==> config.mk <==
export PLATFORM = sky130hd
export DESIGN_NAME = uart_tx_arb
export DESIGN_NICKNAME = d
export VERILOG_FILES = /design/src/rtl/uart_pkg.sv /design/src/rtl/uart_tx_ser.sv /design/src/rtl/uart_tx_arb.sv
export SDC_FILE = /design/constraint.sdc
export NUM_CORES = 1
export LEC_CHECK = 0
export ABC_AREA = 1
export CAP_MARGIN = 20
export CORE_ASPECT_RATIO = 1.2
export CORE_MARGIN = 2
export CORE_UTILIZATION = 40
export DETAILED_ROUTE_END_ITERATION = 8
export PLACE_DENSITY = 0.63
export SYNTH_ARGS = -nofsm -noshare
export SYNTH_HDL_FRONTEND = slang
export SYNTH_SLANG_ARGS = --single-unit
export TNS_END_PERCENT = 50
==> constraint.sdc <==
create_clock -name clk -period 2 [get_ports clk]
set_input_delay 0.4 -clock clk [delete_from_list [all_inputs] [get_ports clk]]
set_output_delay 0.4 -clock clk [all_outputs]
set_load 0.02 [all_outputs]
==> src/rtl/uart_pkg.sv <==
// rtl/uart_pkg.sv - shared types and constants for the UART transmit arbiter
// Purpose: arbiter state encoding, protocol byte constants and the baud divisor helper.
// Optional feature macro: UART_ARB_TAG_EN (adds the TAG state and the tag base byte).
package uart_pkg;

`ifdef UART_ARB_TAG_EN
    typedef enum logic [1:0] {
        ST_IDLE = 2'd0,
        ST_LOCK = 2'd1,
        ST_SEND = 2'd2,
        ST_TAG  = 2'd3
    } arb_state_e;

    // Tag byte is this value plus the granted requester index ('0' or '1').
    localparam logic [7:0] UART_TAG_BASE = 8'h30;
`else
    typedef enum logic [1:0] {
        ST_IDLE = 2'd0,
        ST_LOCK = 2'd1,
        ST_SEND = 2'd2
    } arb_state_e;
`endif

    // Line terminator: a granted requester keeps the line until it sends one.
    localparam logic [7:0] UART_NL = 8'h0A;

    // Clock cycles per bit, truncated.
    function automatic int unsigned uart_div(input int unsigned clk_hz, input int unsigned baud);
        return clk_hz / baud;
    endfunction

endpackage

==> src/rtl/uart_tx_ser.sv <==
// rtl/uart_tx_ser.sv - 8N1 serialiser with integrated baud divider
// Purpose: shifts one byte out as start bit, 8 data bits LSB first, stop bit.
// Ports:
//   clk   in   system clock, rising edge
//   rst   in   synchronous active-high reset; aborts any frame, tx idles high next cycle
//   start in   load data and begin a frame (ignored while busy)
//   data  in   byte to send, sampled with start
//   busy  out  high from the cycle after start through the last stop-bit cycle
//   tx    out  serial line, idle high
module uart_tx_ser #(
    parameter int unsigned DIV = 10
) (
    input  logic       clk,
    input  logic       rst,
    input  logic       start,
    input  logic [7:0] data,
    output logic       busy,
    output logic       tx
);

    localparam int unsigned     DIV_W    = (DIV > 1) ? $clog2(DIV) : 1;
    localparam logic [DIV_W-1:0] DIV_LAST = DIV_W'(DIV - 1);

    logic [DIV_W-1:0] div_q, div_d;
    logic [3:0]       bit_q, bit_d;
    logic [9:0]       frame_q, frame_d;
    logic             busy_q, busy_d;

    always_comb begin
        div_d   = div_q;
        bit_d   = bit_q;
        frame_d = frame_q;
        busy_d  = busy_q;
        if (start && !busy_q) begin
            frame_d = {1'b1, data, 1'b0};
            div_d   = '0;
            bit_d   = '0;
            busy_d  = 1'b1;
        end else if (busy_q) begin
            if (div_q == DIV_LAST) begin
                div_d = '0;
                // Shifting in ones leaves the line idle-high once the frame is done.
                frame_d = {1'b1, frame_q[9:1]};
                if (bit_q == 4'd9) begin
                    busy_d = 1'b0;
                    bit_d  = '0;
                end else begin
                    bit_d = bit_q + 4'd1;
                end
            end else begin
                div_d = div_q + DIV_W'(1);
            end
        end
    end

    always_ff @(posedge clk) begin
        if (rst) begin
            div_q   <= '0;
            bit_q   <= '0;
            frame_q <= '1;
            busy_q  <= 1'b0;
        end else begin
            div_q   <= div_d;
            bit_q   <= bit_d;
            frame_q <= frame_d;
            busy_q  <= busy_d;
        end
    end

    assign busy = busy_q;
    assign tx   = frame_q[0];

endmodule

==> src/rtl/uart_tx_arb.sv <==
// rtl/uart_tx_arb.sv - two-requester UART transmit arbiter with line-granular locking
// Purpose: grants the tx pin to the CPU console (0) or debug port (1), holds the grant
//   until a newline is sent or the owner stays idle for HOLD_CYCLES, and serialises 8N1.
// Optional feature macro: UART_ARB_TAG_EN (emit '0'/'1' tag byte at the start of each grant).
// Ports:
//   clk, rst                       clock, synchronous active-high reset
//   req0_valid/data/ready          CPU console byte stream
//   req1_valid/data/ready          debug port byte stream
//   grant                          current owner, meaningful while locked
//   locked                         a requester owns the line
//   tx                             serial output, idle high
module uart_tx_arb
    import uart_pkg::*;
#(
    parameter int unsigned CLK_HZ      = 24000000,
    parameter int unsigned BAUD        = 115200,
    parameter int unsigned HOLD_CYCLES = 1024
) (
    input  logic       clk,
    input  logic       rst,
    input  logic       req0_valid,
    input  logic [7:0] req0_data,
    output logic       req0_ready,
    input  logic       req1_valid,
    input  logic [7:0] req1_data,
    output logic       req1_ready,
    output logic       grant,
    output logic       locked,
    output logic       tx
);

    localparam int unsigned DIV          = uart_div(CLK_HZ, BAUD);
    localparam int unsigned FRAME_CYCLES = 10 * DIV;
    localparam int unsigned CNT_MAX      = (HOLD_CYCLES > FRAME_CYCLES) ? HOLD_CYCLES : FRAME_CYCLES;
    localparam int unsigned CNT_W        = $clog2(CNT_MAX + 1);
    localparam logic [CNT_W-1:0] HOLD_LAST  = CNT_W'(HOLD_CYCLES - 1);
    localparam logic [CNT_W-1:0] FRAME_LAST = CNT_W'(FRAME_CYCLES - 1);

    if (DIV < 2) begin : g_bad_div
        $error("uart_tx_arb: CLK_HZ / BAUD must be at least 2");
    end
    if (HOLD_CYCLES < 1) begin : g_bad_hold
        $error("uart_tx_arb: HOLD_CYCLES must be at least 1");
    end

    arb_state_e       state_q, state_d;
    logic             grant_q, grant_d;
    logic             last_q, last_d;
    logic [CNT_W-1:0] cnt_q, cnt_d;
    logic [7:0]       byte_q, byte_d;

    logic             sel;
    logic             owner_valid;
    logic [7:0]       owner_data;
    logic             accept;
    logic             ser_start;
    logic [7:0]       ser_data;
    logic             ser_busy;

    assign owner_valid = grant_q ? req1_valid : req0_valid;
    assign owner_data  = grant_q ? req1_data  : req0_data;
    // Round-robin on a tie; a lone requester always wins.
    assign sel = (req0_valid && req1_valid) ? ~last_q : req1_valid;

    // cnt_q counts idle cycles in LOCK and elapsed frame cycles in SEND. The frame
    // count lets SEND end on the last stop-bit cycle so the next byte costs one gap cycle.
    always_comb begin
        state_d   = state_q;
        grant_d   = grant_q;
        last_d    = last_q;
        cnt_d     = cnt_q;
        byte_d    = byte_q;
        accept    = 1'b0;
        ser_start = 1'b0;
        ser_data  = byte_q;
        case (state_q)
            ST_IDLE: begin
                if (req0_valid || req1_valid) begin
                    grant_d = sel;
                    last_d  = sel;
                    cnt_d   = '0;
`ifdef UART_ARB_TAG_EN
                    state_d = ST_TAG;
`else
                    state_d = ST_LOCK;
`endif
                end
            end
`ifdef UART_ARB_TAG_EN
            ST_TAG: begin
                ser_start = 1'b1;
                ser_data  = UART_TAG_BASE | {7'd0, grant_q};
                byte_d    = UART_TAG_BASE | {7'd0, grant_q};
                cnt_d     = '0;
                state_d   = ST_SEND;
            end
`endif
            ST_LOCK: begin
                if (owner_valid && !ser_busy) begin
                    accept    = 1'b1;
                    ser_start = 1'b1;
                    ser_data  = owner_data;
                    byte_d    = owner_data;
                    cnt_d     = '0;
                    state_d   = ST_SEND;
                end else if (cnt_q == HOLD_LAST) begin
                    cnt_d   = '0;
                    state_d = ST_IDLE;
                end else begin
                    cnt_d = cnt_q + CNT_W'(1);
                end
            end
            ST_SEND: begin
                if (cnt_q == FRAME_LAST) begin
                    cnt_d   = '0;
                    state_d = (byte_q == UART_NL) ? ST_IDLE : ST_LOCK;
                end else begin
                    cnt_d = cnt_q + CNT_W'(1);
                end
            end
            default: begin
                cnt_d   = '0;
                state_d = ST_IDLE;
            end
        endcase
    end

    always_ff @(posedge clk) begin
        if (rst) begin
            state_q <= ST_IDLE;
            grant_q <= 1'b0;
            last_q  <= 1'b1;
            cnt_q   <= '0;
            byte_q  <= '0;
        end else begin
            state_q <= state_d;
            grant_q <= grant_d;
            last_q  <= last_d;
            cnt_q   <= cnt_d;
            byte_q  <= byte_d;
        end
    end

    assign req0_ready = accept && !grant_q;
    assign req1_ready = accept &&  grant_q;
    assign grant      = grant_q;
    assign locked     = (state_q != ST_IDLE);

    uart_tx_ser #(
        .DIV (DIV)
    ) u_ser (
        .clk   (clk),
        .rst   (rst),
        .start (ser_start),
        .data  (ser_data),
        .busy  (ser_busy),
        .tx    (tx)
    );

endmodule

==> reports/metrics.cfg, run 1 <==
[global_routing]
grt.met1_usage_pct=22.7
largest_net_degree_at_the_start_of_global_routing=17
global_route.usage.total_pct=18.1
grtUsageMet2_pct=31.3
grt_pass1_vias=2143
met3_track_demand_over_resource_in_global_routing_pct=3.64
grt.overflow.total=0
global_route_wire_length_before_repair_mm=9.32
grt_most_used_layer=met2
antenna_violations_before_repair=0

[cells_and_area]
sequential_cell_area_sq_um=921
multiInputGateArea_sq_um=1280
finish.cell_count_without_fillers=488
fillerInstances=584
layout-area-overhead-vs-synth_pct=24.9
layout.nets=433
drive_above_1_share_pct=10.0
antennaDiodeCount=0

[timing]
finalCriticalPeriod_ns=1.90
timing.final.setup_violations=0
hold_viol=0
fin_worst_skew_ns=0.0114
final_layout_setup_total_negative_slack_ns=0
rsz0062_at_grt=yes
report.final.slew_viol_count=0
fraction_of_the_cycle_the_final_worst_path_needs_pct=95.2
max_slew_margin_pct=68.9
max_freq_mhz=525
max_slew.worst_pin.slew_ns=0.463
fin_worst_hold_slack_ns=0.472

[routing]
dr_total_vias=2322
drt-initial-drc-count=119
drtAntennaViolNets=0
detail_route.wl_per_cell_um=10.9
drt-vias-per-instance=4.76
finalWirelength_mm=5.33
drcViolationCount=0
drt_pre_antenna_iters=4

[floorplan]
die_area_sq_um=6560
die_height_um=88.3
initial_standard_cell_utilization_of_the_core_pct=41.5
floorplan.rows=30
floorplan.core_area_sq_um=5710
boundaryPins=25
horiz_die_dim_um=74.2

[placed_design]
place_congestion=0.859
dp_hpwl_mm=4.05
place_inst=479
port_buffers=24

[hold_path]
timing.hold.worst.class=reg -> reg

[synth]
synthDistinctLibCells=25
gate_count_of_the_mapped_netlist=363
synth_area_leaders=sky130_fd_sc_hd__dfxtp_1 (39%), sky130_fd_sc_hd__nand2_1 (17%), sky130_fd_sc_hd__nor2_1 (10%)
postSynthRegisterBits=46
yosys_warnings=0
synthesis.area_sq_um=2370
synthDominantCellAreaShare_pct=38.9
register_area_share_after_synthesis_pct=38.9
syn-num-nets=389
post-synth-top-area-cell=sky130_fd_sc_hd__dfxtp_1
syn_avg_cell_area_sq_um=6.52

[power_and_ir_drop]
pwr_cell_area_nw_per_um2=940
vdd.ir_drop.worst_mv=0.426
leakagePower_nw=1.20

[clocking]
htree_levels=2
numClockSinks=46
cts_inserted_buffers=5
root_buffer=sky130_fd_sc_hd__clkbuf_8
cts_max_path_buffers=2
clock_latency_ns=0.30
cts_hold_buf=0
clkSlewWorstSetupHoldPaths_ns=0.09
tritoncts=done

[worst_setup_path]
critical_path.max_fanout=3
worst_setup_path_start_kind=input pin
worst_ep_required_time_ns=1.60
critPathKind=in -> out
critical_path_arrival_ns=1.50
critPathCaptureType=output port

[run_status]
run_status=finished, final reports clean

[flow_run]
drv_cap=0

-- cells by family after synthesis --
group | share of synthesized area [%]
buffers and inverters | 7.18
flip-flops | 38.9
AO/OA/AOI/OAI | 10.2
AND/OR/NAND/NOR | 39.1
XOR/XNOR | 1.48
adder cells (fa/ha/maj) | 3.17
-- metrics by stage --
stage / setup WS (ns) / power, mW / cell area, sq um / utilization (%)
floorplan: 0.320 / 1.72 / 2370 / -
global placement: -0.439 / 2.17 / 2850 / 49.9
detailed placement: -0.471 / 2.18 / 2850 / 49.9
CTS: 0.00276 / 2.81 / 2940 / 51.6
global route: -0.0151 / 2.99 / 2960 / 51.8
finish: 0.0960 / 2.78 / 2960 / 51.8
-- critical path, stage by stage --
cell	delay, ns
sky130_fd_sc_hd__clkdlybuf4s50_1	0.48
sky130_fd_sc_hd__nand2_1	0.09
sky130_fd_sc_hd__a21oi_2	0.20
sky130_fd_sc_hd__nand2_4	0.08
sky130_fd_sc_hd__nor2_2	0.10
sky130_fd_sc_hd__buf_4	0.15
-- sequential cells by signal, summed over array words and instances (netlist names) --
register	count
last_q	1
u_ser.div_q	8
cnt_q	12
u_ser.bit_q	4
state_q	2
grant	1
u_ser.frame_q	9
u_ser.busy	1
byte_q	8
-- report_power, final --
part           total, mW  switching, mW  leakage (nW)  internal, mW
Combinational       1.08          0.625         0.772         0.450
Sequential          1.07         0.0595         0.373          1.01
Clock              0.634          0.317        0.0544         0.317
Total               2.78           1.00          1.20          1.78
-- layout make-up --
type                            instances  area share [%]
Multi-Input combinational cell        275            43.2
Sequential cell                        46            31.1
Timing Repair Buffer                   46            14.6
Inverter                               33            4.19
Tap cell                               80            3.38
Clock buffer                            7            3.26
Clock inverter                          1           0.296
-- placed cells by master, fill, tap and decap left out, drive strengths merged, types with 5 or more instances in the layout --
cell / synthesis / final
a21oi: 25 / 25
nor2: 66 / 66
dfxtp: 46 / 46
nand3: 33 / 33
clkdlybuf4s50: 0 / 20
buf: 6 / 24
inv: 32 / 32
clkbuf: 3 / 7
ha: 6 / 6
o21ai: 17 / 17
nor3b: 5 / 5
nand2: 109 / 109
-- synthesized netlist by cell type (all sizes together) --
cell type / n
a21oi: 25
a31oi: 2
buf: 6
clkbuf: 3
clkinv: 1
dfxtp: 46
ha: 6
inv: 32
nand2: 109
nand3: 33
nand4: 3
nor2: 66
nor3: 3
nor3b: 5
o21ai: 17
o21bai: 2
xnor2: 3
xor2: 1
-- metal layers --
layer,up-vias,part of all wire (%)
li1,1239,-
met1,1047,47
met2,29,48
met3,7,3.5
met4,0,1.6
met5,-,0
-- final timing paths --
kind                                       start  cells after the start               end  slack, ns
worst max register to register        state_q[0]                      9         cnt_q[11]       0.31
worst min-delay path            u_ser.frame_q[8]                      2  u_ser.frame_q[8]       0.47
worst max-delay path                  req0_valid                      6        req1_ready        0.1
worst min register to register  u_ser.frame_q[8]                      2  u_ser.frame_q[8]       0.47
-- repair_timing --
action / 4_1_cts / 5_1_grt
setup buffers: 0 / 1
gates resized for setup: 11 / 2
setup endpoints to repair: 3 / 2
pin swaps: 1 / 1
Power figures use the tool's default switching activity.
==> run 2: changes to the inputs <==
--- a/config.mk
+++ b/config.mk
@@ -12,4 +12,5 @@
 export CORE_UTILIZATION = 40
 export DETAILED_ROUTE_END_ITERATION = 8
+export GPL_ROUTABILITY_DRIVEN = 0
 export PLACE_DENSITY = 0.63
 export SYNTH_ARGS = -nofsm -noshare
==> constraint.sdc (replaced) <==
create_clock -name clk -period 2 [get_ports clk]
set_input_delay 0.4 -clock clk [delete_from_list [all_inputs] [get_ports clk]]
set_output_delay 0.4 -clock clk [all_outputs]
set_load 0.1 [all_outputs]
==> reports/metrics.cfg, run 2 (synthesized netlist as in run 1, its figures left out) <==
[routing]
drt-vias-per-instance=4.71
drt-initial-drc-count=104
drcViolationCount=0
drt_pre_antenna_iters=4
finalWirelength_mm=5.46
detail_route.wl_per_cell_um=11.1
met2_length_mm=2.71
dr_total_vias=2313
drtAntennaViolNets=0
met3_routed_length_um=105
met1_length_mm=2.57
topRoutingLayerUsed=met4

[worst_setup_path]
critical_path.max_fanout=5
worst_ep_required_time_ns=1.60
critical_path_arrival_ns=1.45
worst_setup_path_start_kind=flop
critPathKind=reg -> out
timing.critical_path.slowest_stage_cell=sky130_fd_sc_hd__dfxtp_4
crit_chain=inv_2, nand2_2, a21oi_4, nand2_4, nor2_4, buf_12
critPathCaptureType=output port
critPathMaxStageDelay_ns=0.38

[cells_and_area]
antennaDiodeCount=0
drive_above_1_share_pct=12.7
reg.largest.list=cnt_q: 12 flops, u_ser.frame_q: 9 flops
registers.top_by_ff_count=cnt_q
largest_register_ffs=12
layout_commonest_cell=sky130_fd_sc_hd__nand2_1
layout-area-overhead-vs-synth_pct=28.2
layout.nets=436
finish.cell_count_without_fillers=491
layout.cells.most_common_list=sky130_fd_sc_hd__nand2_1 (105), sky130_fd_sc_hd__nor2_1 (63), sky130_fd_sc_hd__dfxtp_1 (45)

[timing]
max_slew.worst_pin.slew_ns=0.345
fraction_of_the_cycle_the_final_worst_path_needs_pct=92.5
timing.final.setup_violations=0
rsz0062_at_grt=no
max_freq_mhz=541
max_slew_margin_pct=76.9
final_layout_setup_total_negative_slack_ns=0
finalCriticalPeriod_ns=1.85
report.final.slew_viol_count=0
fin_worst_skew_ns=0.0114
hold_viol=0

[run_status]
run_status=finished, final reports clean

[floorplan]
floorplan.rows=30
die_height_um=88.3
horiz_die_dim_um=74.2
floorplan.core_area_sq_um=5710
boundaryPins=25
die_area_sq_um=6560
initial_standard_cell_utilization_of_the_core_pct=41.5

[global_routing]
grt_pass1_vias=2202
antenna_violations_before_repair=0
grt.overflow.total=0
largest_net_degree_at_the_start_of_global_routing=18
global_route.usage.total_pct=18.9
global_route_wire_length_before_repair_mm=9.63

[power_and_ir_drop]
pwr_cell_area_nw_per_um2=1010
vdd.ir_drop.worst_mv=0.478
leakagePower_nw=1.22
power_mw=3.06

[placed_design]
place_inst=479
dp_hpwl_mm=4.12
port_buffers=24

[flow_run]
drv_cap=0

[clocking]
cts_inserted_buffers=5
root_buffer=sky130_fd_sc_hd__clkbuf_8
tritoncts=done
cts_max_path_buffers=2
clkSlewWorstSetupHoldPaths_ns=0.08
clock_latency_ns=0.30
numClockSinks=46
htree_levels=2

[hold_path]
timing.hold.worst.class=reg -> reg

==> run 2: worst paths after layout <==
| check | start | to | slack (ns) | cells after the start |
|---|---|---|---|---|
| worst min register to register | last_q | last_q | 0.47 | 2 |
| worst max-delay path | grant | req1_ready | 0.15 | 6 |
| worst min-delay path | last_q | last_q | 0.47 | 2 |
| worst max register to register | state_q[1] | cnt_q[9] | 0.25 | 10 |
==> run 2: timing repair <==
action,CTS,global route
pin swaps,4,4
setup buffers,3,1
resized for setup,3,3
hold buffers,0,0
endpoints found under the setup margin,2,2
==> run 2: per-stage QoR <==
step	area [sq um]	hold slack (ns)	worst slack [ns]	util [%]
6_report	3040	0.469	0.151	53.2
4_1_cts	3020	0.473	0.0115	53.0
2_1_floorplan	2390	0.429	-0.140	-
3_3_place_gp	2890	0.441	-0.0274	50.6
5_1_grt	3040	0.497	0.0442	53.2
3_5_place_dp	2890	0.453	-0.0586	50.6
==> run 2: power breakdown <==
part	switching (mW)	internal, mW	leakage, nW
combinational	0.834	0.508	0.796
sequential	0.0727	1.02	0.374
clock	0.315	0.317	0.0544
total	1.22	1.84	1.22
==> run 2: cell type report <==
cell class              count  area [sq um]
fillers                   588          2670
multi-input cells         275          1300
flip-flops and latches     46           925
repair buffers             49           479
inverters                  33           128
well taps                  80           100
clock buffers               7          96.3
clock inverters             1          8.76
==> run 2: worst max-delay path, delay by kind of cell, from the launching register on <==
| kind | cells | cell delay [ns] |
|---|---|---|
| AND/OR/NAND/NOR | 3 | 0.32 |
| flip-flops | 1 | 0.38 |
| buffers and inverters | 2 | 0.28 |
| AO/OA/AOI/OAI | 1 | 0.17 |
==> run 2: per-layer routing <==
| layer | up-vias | track usage (%) |
|---|---|---|
| met5 | - | 0 |
| met4 | 0 | 5.36 |
| met3 | 6 | 3.76 |
| met2 | 18 | 34.3 |
| met1 | 1045 | 22.4 |
| li1 | 1244 | - |
